==> config.mk <==
export PLATFORM = sky130hd
export DESIGN_NAME = pa_lsu_icc_ctrl_flat
export DESIGN_NICKNAME = d
export VERILOG_FILES = /design/src/rtl/pa_lsu_icc_ctrl_if.sv /design/src/rtl/pa_lsu_icc_ctrl.sv /design/src/flat_wrapper.sv
export SDC_FILE = /design/constraint.sdc
export NUM_CORES = 1
export LEC_CHECK = 0
export CAP_MARGIN = 40
export CORE_MARGIN = 1
export CORE_UTILIZATION = 60
export DETAILED_ROUTE_END_ITERATION = 10
export DONT_BUFFER_PORTS = 1
export GPL_TIMING_DRIVEN = 1
export PLACE_DENSITY = 0.73
export SLEW_MARGIN = 25
export SYNTH_ARGS = -nofsm -noshare
export SYNTH_HDL_FRONTEND = slang
export SYNTH_SLANG_ARGS = --single-unit
==> constraint.sdc <==
create_clock -name forever_cpuclk -period 3.6 [get_ports forever_cpuclk]
set_input_delay 0.72 -clock forever_cpuclk [delete_from_list [all_inputs] [get_ports forever_cpuclk]]
set_output_delay 0.72 -clock forever_cpuclk [all_outputs]
set_load 0.02 [all_outputs]
==> src/rtl/pa_lsu_icc_ctrl_if.sv <==
// ----------------------------------------------------------------------------
// pa_lsu_icc_ctrl_if
// Bundles the signals around the dcache-maintenance responder:
//   CP0 request/done     : ext_inst_lsu_icc_req/type/op/addr, ext_inst_lsu_icc_done
//   LSU status           : lsu_icc_busy
//   tag array port       : lsu_icc_tag_req/wen/idx/way/wdata, lsu_icc_tag_gnt,
//                          lsu_icc_tag_rdata_w0/w1
//   writeback path       : lsu_icc_wb_req/idx/way, lsu_icc_wb_ack
// slave  : the responder (pa_lsu_icc_ctrl)
// master : the environment around it (CP0, tag arbiter, writeback unit)
// ----------------------------------------------------------------------------
interface pa_lsu_icc_ctrl_if #(
  parameter int unsigned INDEX_W = 7,
  parameter int unsigned TAG_W   = 21
);
  logic               ext_inst_lsu_icc_req;
  logic [1:0]         ext_inst_lsu_icc_type;
  logic [1:0]         ext_inst_lsu_icc_op;
  logic [31:0]        ext_inst_lsu_icc_addr;
  logic               ext_inst_lsu_icc_done;
  logic               lsu_icc_busy;
  logic               lsu_icc_tag_req;
  logic               lsu_icc_tag_wen;
  logic [INDEX_W-1:0] lsu_icc_tag_idx;
  logic               lsu_icc_tag_way;
  logic [1:0]         lsu_icc_tag_wdata;
  logic               lsu_icc_tag_gnt;
  logic [TAG_W+1:0]   lsu_icc_tag_rdata_w0;
  logic [TAG_W+1:0]   lsu_icc_tag_rdata_w1;
  logic               lsu_icc_wb_req;
  logic [INDEX_W-1:0] lsu_icc_wb_idx;
  logic               lsu_icc_wb_way;
  logic               lsu_icc_wb_ack;

  modport slave (
    input  ext_inst_lsu_icc_req, ext_inst_lsu_icc_type, ext_inst_lsu_icc_op,
           ext_inst_lsu_icc_addr, lsu_icc_tag_gnt, lsu_icc_tag_rdata_w0,
           lsu_icc_tag_rdata_w1, lsu_icc_wb_ack,
    output ext_inst_lsu_icc_done, lsu_icc_busy, lsu_icc_tag_req, lsu_icc_tag_wen,
           lsu_icc_tag_idx, lsu_icc_tag_way, lsu_icc_tag_wdata, lsu_icc_wb_req,
           lsu_icc_wb_idx, lsu_icc_wb_way
  );

  modport master (
    output ext_inst_lsu_icc_req, ext_inst_lsu_icc_type, ext_inst_lsu_icc_op,
           ext_inst_lsu_icc_addr, lsu_icc_tag_gnt, lsu_icc_tag_rdata_w0,
           lsu_icc_tag_rdata_w1, lsu_icc_wb_ack,
    input  ext_inst_lsu_icc_done, lsu_icc_busy, lsu_icc_tag_req, lsu_icc_tag_wen,
           lsu_icc_tag_idx, lsu_icc_tag_way, lsu_icc_tag_wdata, lsu_icc_wb_req,
           lsu_icc_wb_idx, lsu_icc_wb_way
  );
endinterface

==> src/rtl/pa_lsu_icc_ctrl.sv <==
// ----------------------------------------------------------------------------
// pa_lsu_icc_ctrl
// Dcache-maintenance responder: walks the 2-way dcache tag array (all lines,
// one set/way, or a PA lookup), writes dirty lines back and cleans and/or
// invalidates them, then pulses done to CP0.
// Ports:
//   forever_cpuclk : clock
//   cpurst_b       : asynchronous reset, active low
//   icc            : pa_lsu_icc_ctrl_if.slave (CP0 request, tag port, writeback)
// All outputs are registered.
// ----------------------------------------------------------------------------
module pa_lsu_icc_ctrl #(
  parameter int unsigned OFFSET_W = 4,
  parameter int unsigned INDEX_W  = 7,
  parameter int unsigned TAG_W    = 32 - INDEX_W - OFFSET_W
) (
  input  logic              forever_cpuclk,
  input  logic              cpurst_b,
  pa_lsu_icc_ctrl_if.slave  icc
);

  localparam int unsigned LINE_W = TAG_W + 2;
  localparam logic [INDEX_W-1:0] LAST_SET = '1;
  localparam logic [1:0] TYPE_SETWAY = 2'b01;
  localparam logic [1:0] TYPE_PA     = 2'b10;

  typedef enum logic [2:0] {
    S_IDLE, S_TAG_RD, S_TAG_CHK, S_WB, S_TAG_WR, S_NEXT, S_DONE
  } state_e;

  state_e             state_q;
  logic [1:0]         type_q;
  logic [1:0]         op_q;
  logic [TAG_W-1:0]   atag_q;
  logic [INDEX_W-1:0] set_q;
  logic               way_q;
  logic               sel_way_q;
  logic               wrote_q;
  logic               fresh_q;
  logic [LINE_W-1:0]  line0_q;
  logic [LINE_W-1:0]  line1_q;

  logic               done_q;
  logic               busy_q;
  logic               tag_req_q;
  logic               tag_wen_q;
  logic               tag_way_q;
  logic [1:0]         tag_wdata_q;
  logic               wb_req_q;
  logic [INDEX_W-1:0] wb_idx_q;
  logic               wb_way_q;

  // Type 11 is treated as ALL.
  logic req_all_c;
  logic is_all_c;
  logic is_pa_c;
  assign req_all_c = (icc.ext_inst_lsu_icc_type != TYPE_SETWAY) &&
                     (icc.ext_inst_lsu_icc_type != TYPE_PA);
  assign is_all_c  = (type_q != TYPE_SETWAY) && (type_q != TYPE_PA);
  assign is_pa_c   = (type_q == TYPE_PA);

  // Fresh read data right after a granted read; otherwise the copy kept from
  // the previous check (way-1 pass of an ALL walk without an intervening write).
  logic [LINE_W-1:0] line0_c;
  logic [LINE_W-1:0] line1_c;
  assign line0_c = fresh_q ? icc.lsu_icc_tag_rdata_w0 : line0_q;
  assign line1_c = fresh_q ? icc.lsu_icc_tag_rdata_w1 : line1_q;

  // Line selection and action decode for TAG_CHK.
  logic hit0_c, hit1_c, pa_miss_c, chk_way_c, chk_v_c, chk_d_c;
  logic need_wb_c, need_wr_c;
  logic [1:0] wdata_c;
  assign hit0_c    = line0_c[LINE_W-1] && (line0_c[TAG_W-1:0] == atag_q);
  assign hit1_c    = line1_c[LINE_W-1] && (line1_c[TAG_W-1:0] == atag_q);
  assign pa_miss_c = is_pa_c && !hit0_c && !hit1_c;
  assign chk_way_c = is_pa_c ? !hit0_c : way_q;
  assign chk_v_c   = chk_way_c ? line1_c[LINE_W-1] : line0_c[LINE_W-1];
  assign chk_d_c   = chk_way_c ? line1_c[LINE_W-2] : line0_c[LINE_W-2];
  assign need_wb_c = op_q[0] && chk_v_c && chk_d_c;
  assign need_wr_c = op_q[1] ? chk_v_c : need_wb_c;
  assign wdata_c   = op_q[1] ? 2'b00 : 2'b10;

  // Single-line operations finish straight after their line; only the ALL
  // walk goes through NEXT to advance the set/way counters.
  state_e adv_state_c;
  assign adv_state_c = is_all_c ? S_NEXT : S_DONE;

  // Maintenance FSM with registered outputs.
  always_ff @(posedge forever_cpuclk or negedge cpurst_b) begin
    if (!cpurst_b) begin
      state_q     <= S_IDLE;
      type_q      <= '0;
      op_q        <= '0;
      atag_q      <= '0;
      set_q       <= '0;
      way_q       <= 1'b0;
      sel_way_q   <= 1'b0;
      wrote_q     <= 1'b0;
      fresh_q     <= 1'b0;
      line0_q     <= '0;
      line1_q     <= '0;
      done_q      <= 1'b0;
      busy_q      <= 1'b0;
      tag_req_q   <= 1'b0;
      tag_wen_q   <= 1'b0;
      tag_way_q   <= 1'b0;
      tag_wdata_q <= '0;
      wb_req_q    <= 1'b0;
      wb_idx_q    <= '0;
      wb_way_q    <= 1'b0;
    end else begin
      done_q <= 1'b0;
      case (state_q)
        S_IDLE: begin
          if (icc.ext_inst_lsu_icc_req) begin
            type_q  <= icc.ext_inst_lsu_icc_type;
            op_q    <= icc.ext_inst_lsu_icc_op;
            atag_q  <= icc.ext_inst_lsu_icc_addr[31 -: TAG_W];
            set_q   <= req_all_c ? '0 : icc.ext_inst_lsu_icc_addr[OFFSET_W +: INDEX_W];
            way_q   <= (icc.ext_inst_lsu_icc_type == TYPE_SETWAY) ?
                       icc.ext_inst_lsu_icc_addr[31] : 1'b0;
            wrote_q <= 1'b0;
            busy_q  <= 1'b1;
            if (icc.ext_inst_lsu_icc_op == 2'b00) begin
              state_q <= S_DONE;
              done_q  <= 1'b1;
            end else begin
              state_q   <= S_TAG_RD;
              tag_req_q <= 1'b1;
              tag_wen_q <= 1'b0;
            end
          end
        end

        S_TAG_RD: begin
          if (icc.lsu_icc_tag_gnt) begin
            tag_req_q <= 1'b0;
            fresh_q   <= 1'b1;
            state_q   <= S_TAG_CHK;
          end
        end

        S_TAG_CHK: begin
          fresh_q   <= 1'b0;
          line0_q   <= line0_c;
          line1_q   <= line1_c;
          sel_way_q <= chk_way_c;
          if (pa_miss_c) begin
            state_q <= S_DONE;
            done_q  <= 1'b1;
          end else if (need_wb_c) begin
            state_q  <= S_WB;
            wb_req_q <= 1'b1;
            wb_idx_q <= set_q;
            wb_way_q <= chk_way_c;
          end else if (need_wr_c) begin
            state_q     <= S_TAG_WR;
            tag_req_q   <= 1'b1;
            tag_wen_q   <= 1'b1;
            tag_way_q   <= chk_way_c;
            tag_wdata_q <= wdata_c;
          end else begin
            state_q <= adv_state_c;
            done_q  <= !is_all_c;
          end
        end

        S_WB: begin
          if (icc.lsu_icc_wb_ack) begin
            wb_req_q    <= 1'b0;
            state_q     <= S_TAG_WR;
            tag_req_q   <= 1'b1;
            tag_wen_q   <= 1'b1;
            tag_way_q   <= sel_way_q;
            tag_wdata_q <= wdata_c;
          end
        end

        S_TAG_WR: begin
          if (icc.lsu_icc_tag_gnt) begin
            tag_req_q <= 1'b0;
            tag_wen_q <= 1'b0;
            wrote_q   <= 1'b1;
            state_q   <= adv_state_c;
            done_q    <= !is_all_c;
          end
        end

        S_NEXT: begin
          if (!way_q) begin
            way_q <= 1'b1;
            // A write to way 0 makes the held read stale by policy: re-read.
            if (wrote_q) begin
              wrote_q   <= 1'b0;
              state_q   <= S_TAG_RD;
              tag_req_q <= 1'b1;
            end else begin
              state_q <= S_TAG_CHK;
            end
          end else if (set_q == LAST_SET) begin
            state_q <= S_DONE;
            done_q  <= 1'b1;
          end else begin
            set_q     <= set_q + INDEX_W'(1);
            way_q     <= 1'b0;
            wrote_q   <= 1'b0;
            state_q   <= S_TAG_RD;
            tag_req_q <= 1'b1;
          end
        end

        S_DONE: begin
          busy_q  <= 1'b0;
          state_q <= S_IDLE;
        end

        default: state_q <= S_IDLE;
      endcase
    end
  end

  assign icc.ext_inst_lsu_icc_done = done_q;
  assign icc.lsu_icc_busy          = busy_q;
  assign icc.lsu_icc_tag_req       = tag_req_q;
  assign icc.lsu_icc_tag_wen       = tag_wen_q;
  assign icc.lsu_icc_tag_idx       = set_q;
  assign icc.lsu_icc_tag_way       = tag_way_q;
  assign icc.lsu_icc_tag_wdata     = tag_wdata_q;
  assign icc.lsu_icc_wb_req        = wb_req_q;
  assign icc.lsu_icc_wb_idx        = wb_idx_q;
  assign icc.lsu_icc_wb_way        = wb_way_q;

endmodule

==> src/flat_wrapper.sv <==
// flat-port wrapper written by rule: the top's interface ports become plain ports
module pa_lsu_icc_ctrl_flat 
#(
  parameter int unsigned OFFSET_W = 4,
  parameter int unsigned INDEX_W  = 7,
  parameter int unsigned TAG_W    = 32 - INDEX_W - OFFSET_W
)
  (forever_cpuclk, cpurst_b, icc_ext_inst_lsu_icc_req, icc_ext_inst_lsu_icc_type, icc_ext_inst_lsu_icc_op, icc_ext_inst_lsu_icc_addr, icc_lsu_icc_tag_gnt, icc_lsu_icc_tag_rdata_w0, icc_lsu_icc_tag_rdata_w1, icc_lsu_icc_wb_ack, icc_ext_inst_lsu_icc_done, icc_lsu_icc_busy, icc_lsu_icc_tag_req, icc_lsu_icc_tag_wen, icc_lsu_icc_tag_idx, icc_lsu_icc_tag_way, icc_lsu_icc_tag_wdata, icc_lsu_icc_wb_req, icc_lsu_icc_wb_idx, icc_lsu_icc_wb_way);
  pa_lsu_icc_ctrl_if #(.INDEX_W(INDEX_W), .TAG_W(TAG_W)) icc_i ();
  input  logic forever_cpuclk;
  input  logic cpurst_b;
  input wire logic [$bits(icc_i.ext_inst_lsu_icc_req)-1:0] icc_ext_inst_lsu_icc_req;
  input wire logic [$bits(icc_i.ext_inst_lsu_icc_type)-1:0] icc_ext_inst_lsu_icc_type;
  input wire logic [$bits(icc_i.ext_inst_lsu_icc_op)-1:0] icc_ext_inst_lsu_icc_op;
  input wire logic [$bits(icc_i.ext_inst_lsu_icc_addr)-1:0] icc_ext_inst_lsu_icc_addr;
  input wire logic [$bits(icc_i.lsu_icc_tag_gnt)-1:0] icc_lsu_icc_tag_gnt;
  input wire logic [$bits(icc_i.lsu_icc_tag_rdata_w0)-1:0] icc_lsu_icc_tag_rdata_w0;
  input wire logic [$bits(icc_i.lsu_icc_tag_rdata_w1)-1:0] icc_lsu_icc_tag_rdata_w1;
  input wire logic [$bits(icc_i.lsu_icc_wb_ack)-1:0] icc_lsu_icc_wb_ack;
  output wire logic [$bits(icc_i.ext_inst_lsu_icc_done)-1:0] icc_ext_inst_lsu_icc_done;
  output wire logic [$bits(icc_i.lsu_icc_busy)-1:0] icc_lsu_icc_busy;
  output wire logic [$bits(icc_i.lsu_icc_tag_req)-1:0] icc_lsu_icc_tag_req;
  output wire logic [$bits(icc_i.lsu_icc_tag_wen)-1:0] icc_lsu_icc_tag_wen;
  output wire logic [$bits(icc_i.lsu_icc_tag_idx)-1:0] icc_lsu_icc_tag_idx;
  output wire logic [$bits(icc_i.lsu_icc_tag_way)-1:0] icc_lsu_icc_tag_way;
  output wire logic [$bits(icc_i.lsu_icc_tag_wdata)-1:0] icc_lsu_icc_tag_wdata;
  output wire logic [$bits(icc_i.lsu_icc_wb_req)-1:0] icc_lsu_icc_wb_req;
  output wire logic [$bits(icc_i.lsu_icc_wb_idx)-1:0] icc_lsu_icc_wb_idx;
  output wire logic [$bits(icc_i.lsu_icc_wb_way)-1:0] icc_lsu_icc_wb_way;
  assign icc_i.ext_inst_lsu_icc_req = icc_ext_inst_lsu_icc_req;
  assign icc_i.ext_inst_lsu_icc_type = icc_ext_inst_lsu_icc_type;
  assign icc_i.ext_inst_lsu_icc_op = icc_ext_inst_lsu_icc_op;
  assign icc_i.ext_inst_lsu_icc_addr = icc_ext_inst_lsu_icc_addr;
  assign icc_i.lsu_icc_tag_gnt = icc_lsu_icc_tag_gnt;
  assign icc_i.lsu_icc_tag_rdata_w0 = icc_lsu_icc_tag_rdata_w0;
  assign icc_i.lsu_icc_tag_rdata_w1 = icc_lsu_icc_tag_rdata_w1;
  assign icc_i.lsu_icc_wb_ack = icc_lsu_icc_wb_ack;
  assign icc_ext_inst_lsu_icc_done = icc_i.ext_inst_lsu_icc_done;
  assign icc_lsu_icc_busy = icc_i.lsu_icc_busy;
  assign icc_lsu_icc_tag_req = icc_i.lsu_icc_tag_req;
  assign icc_lsu_icc_tag_wen = icc_i.lsu_icc_tag_wen;
  assign icc_lsu_icc_tag_idx = icc_i.lsu_icc_tag_idx;
  assign icc_lsu_icc_tag_way = icc_i.lsu_icc_tag_way;
  assign icc_lsu_icc_tag_wdata = icc_i.lsu_icc_tag_wdata;
  assign icc_lsu_icc_wb_req = icc_i.lsu_icc_wb_req;
  assign icc_lsu_icc_wb_idx = icc_i.lsu_icc_wb_idx;
  assign icc_lsu_icc_wb_way = icc_i.lsu_icc_wb_way;
  pa_lsu_icc_ctrl #(.OFFSET_W(OFFSET_W), .INDEX_W(INDEX_W), .TAG_W(TAG_W)) u_core (.forever_cpuclk(forever_cpuclk), .cpurst_b(cpurst_b), .icc(icc_i));
endmodule
==> flow_summary.ini <==
[clock_tree]
htreeDepth = 3
cts_tree = yes
insertion_delay_ps = 370
clockBufferDepth = 2
hold_buffers = 0
cts-buffers-inserted = 9
cts.sinks = 100
ctsRootBufferMaster = clkbuf_8
path_clk_slew_ps = 100

[timing]
fin_skew_ps = 13.1
setup_violations = 0
hold_viol = 0
max_freq_mhz = 297
rsz0062_at_grt = no
worst_pin_slew_ps = 861
max_slew_margin_pct = 42.1
whs_ps = 33.8
post-route-period-util_pct = 93.5
drv_slew = 0
tns_ps = 0
min_period_ps = 3360

[routing]
routed-via-count = 3541
dr.pass1.iters = 4
post_drt_via_cell_ratio = 6.16
drtIter0Drc = 161
wirelength_um = 11100
wire_per_inst_um = 19.4
route.antenna.remaining_nets = 0
drc_errors = 0

[synth]
ys_ff_latch = 100
syn-num-nets = 556
synth_edf_count = 0
ys_warn_count = 0
async_flop_share_pct = 100
synth-main-ff-cell = dfrtp_1
ys_seq_area_share_pct = 46.3
synth_cells = 466
ys_types = 53
synth_top_cell_area_share_pct = 46.3
synth_largest_area_cell = dfrtp_1
syn_area_per_cell_um2 = 11.6
synthTopCellsByArea = dfrtp_1, mux2_2, mux2i_1
synth.cell_area_mm2 = 0.00541

[final_layout]
drive_above_1_share_pct = 24.0
diodes = 0
stdcell_area_mm2 = 0.00575
final_common_cell = dfrtp_1
stdcell_count = 575
layout_common_cells = dfrtp_1, mux2_2, mux2i_1
syn_to_final_growth_pct = 6.36
finalNetCount = 552

[job]
maxCapViolCount = 0

[critical_path]
crit_type = flip-flop to flip-flop
critPathCaptureType = flip-flop
startpoint_type = flip-flop
worstPathArrival_ps = 3630
critPathMaxFanout = 15
crit_required_ps = 3860
reg2reg_depth = 9

[global_routing]
first_global_vias = 3694
grt_max_degree = 101
grt_usage_pct = 24.3
overflow = 0
antenna_found_initial = 0
grt_pass1_wl_um = 18000

[placed_design]
routabilityCongestion = 0.882
placed_cell_area_mm2 = 0.00548
dp_hpwl_um = 8200
io_buffers = 0
dpl.cell_count = 557

[floorplanning]
die_h_um = 96.9
core_region_area_mm2 = 0.00872
die_area_mm2 = 0.00939
die_x_um = 96.9
rows = 34
initial_utilization_pct = 62.0
io_pins = 110

[pwr]
powerDensity_mw_per_mm2 = 940
leakage_nw = 2.53
max-vdd-ir-drop_uv = 468

[min_path]
hold_class = primary input to async pin

[status]
status = completed
-- layer usage --
metal	vias up	routed length (um)	GRT usage, %
met5	-	0	0
met4	0	213	8.73
met3	18	793	8.16
met2	92	5610	41.3
met1	1752	4530	28.5
li1	1679	-	-
-- registers in the layout, indices dropped and copies added (netlist names), 2 cells and up --
name	flops
u_core.state_q	3
u_core.line0_q	23
u_core.line1_q	23
u_core.atag_q	21
u_core.icc.lsu_icc_tag_idx	7
u_core.op_q	2
u_core.type_q	2
u_core.icc.lsu_icc_wb_idx	7
-- report_power, final --
group / internal (mW) / switching, mW / total (mW)
Clock: 0.463 / 0.387 / 0.851
Combinational: 1.22 / 1.00 / 2.22
Sequential: 1.67 / 0.654 / 2.33
Total: 3.36 / 2.04 / 5.40
-- Yosys cell counts (4+ instances only) --
cell type	count
dfrtp_1	100
mux2_2	80
mux2i_1	44
xnor2_1	22
xor2_1	21
nor2_1	20
o21ai_0	19
nand2_1	18
clkbuf_1	16
a21oi_1	15
a31oi_1	9
nand3_1	8
inv_1	7
nand4_1	6
nor3_1	6
nor4_1	6
and3_1	5
nor2b_1	5
and2_1	4
nand2b_1	4
nor3b_1	4
o31ai_1	4
-- path summary, 6_finish.rpt --
| kind | endpoint | slack (ps) | start |
|---|---|---|---|
| worst max-delay path | u_core.icc.lsu_icc_tag_way | 240 | u_core.fresh_q |
| worst min-delay path | u_core.icc.lsu_icc_busy | 30 | cpurst_b |
| worst max register to register | u_core.icc.lsu_icc_tag_way | 240 | u_core.fresh_q |
| worst min register to register | u_core.line1_q[14] | 510 | u_core.line1_q[14] |
| max in group asynchronous | u_core.line0_q[13] | 3420 | cpurst_b |
| min in group forever_cpuclk | u_core.type_q[0] | 490 | icc_ext_inst_lsu_icc_type[0] |
-- worst max-delay path, cell delays in order, from the launching register on --
cell and delay [ps]:
dfrtp_4 580, buf_4 230, mux2i_1 260, xnor2_1 90, nor4_1 380, nand4_1 270
or2_1 330, and3_1 300, o41ai_4 460, mux2_1 350
-- per-stage QoR --
stage	util, %	power [mW]	worst slack [ps]
detailed placement	62.9	4.57	69.4
floorplan	-	4.11	752
CTS	65.6	5.42	34.8
finish	65.9	5.40	236
global route	65.9	5.74	72.2
global placement	62.9	4.47	185
-- area by class of cell --
class	count	area, um^2
clock buffers	10	128
clock inverters	6	111
fillers	689	2970
inverters	7	26.3
multi-input cells	334	2750
flip-flops and latches	100	2510
well taps	108	135
repair buffers	10	97.6
-- what timing repair did --
item                       CTS  global route
resized for setup            0             1
setup endpoints to repair    0             9
setup buffers                0             1
-- logic make-up (layout without fill, tap and decap cells) --
group	Yosys count	in the layout	share of synthesized area, %
buf+inv	32	33	3.03
simple gates	91	91	8.84
compound gates	70	70	8.68
flops	100	100	46.3
xor+xnor	43	43	6.97
mux	126	126	25.4
fa+ha+maj	3	3	0.694
other cells	1	1	0.0694
Note: power is estimated with default switching activity, not from simulation.
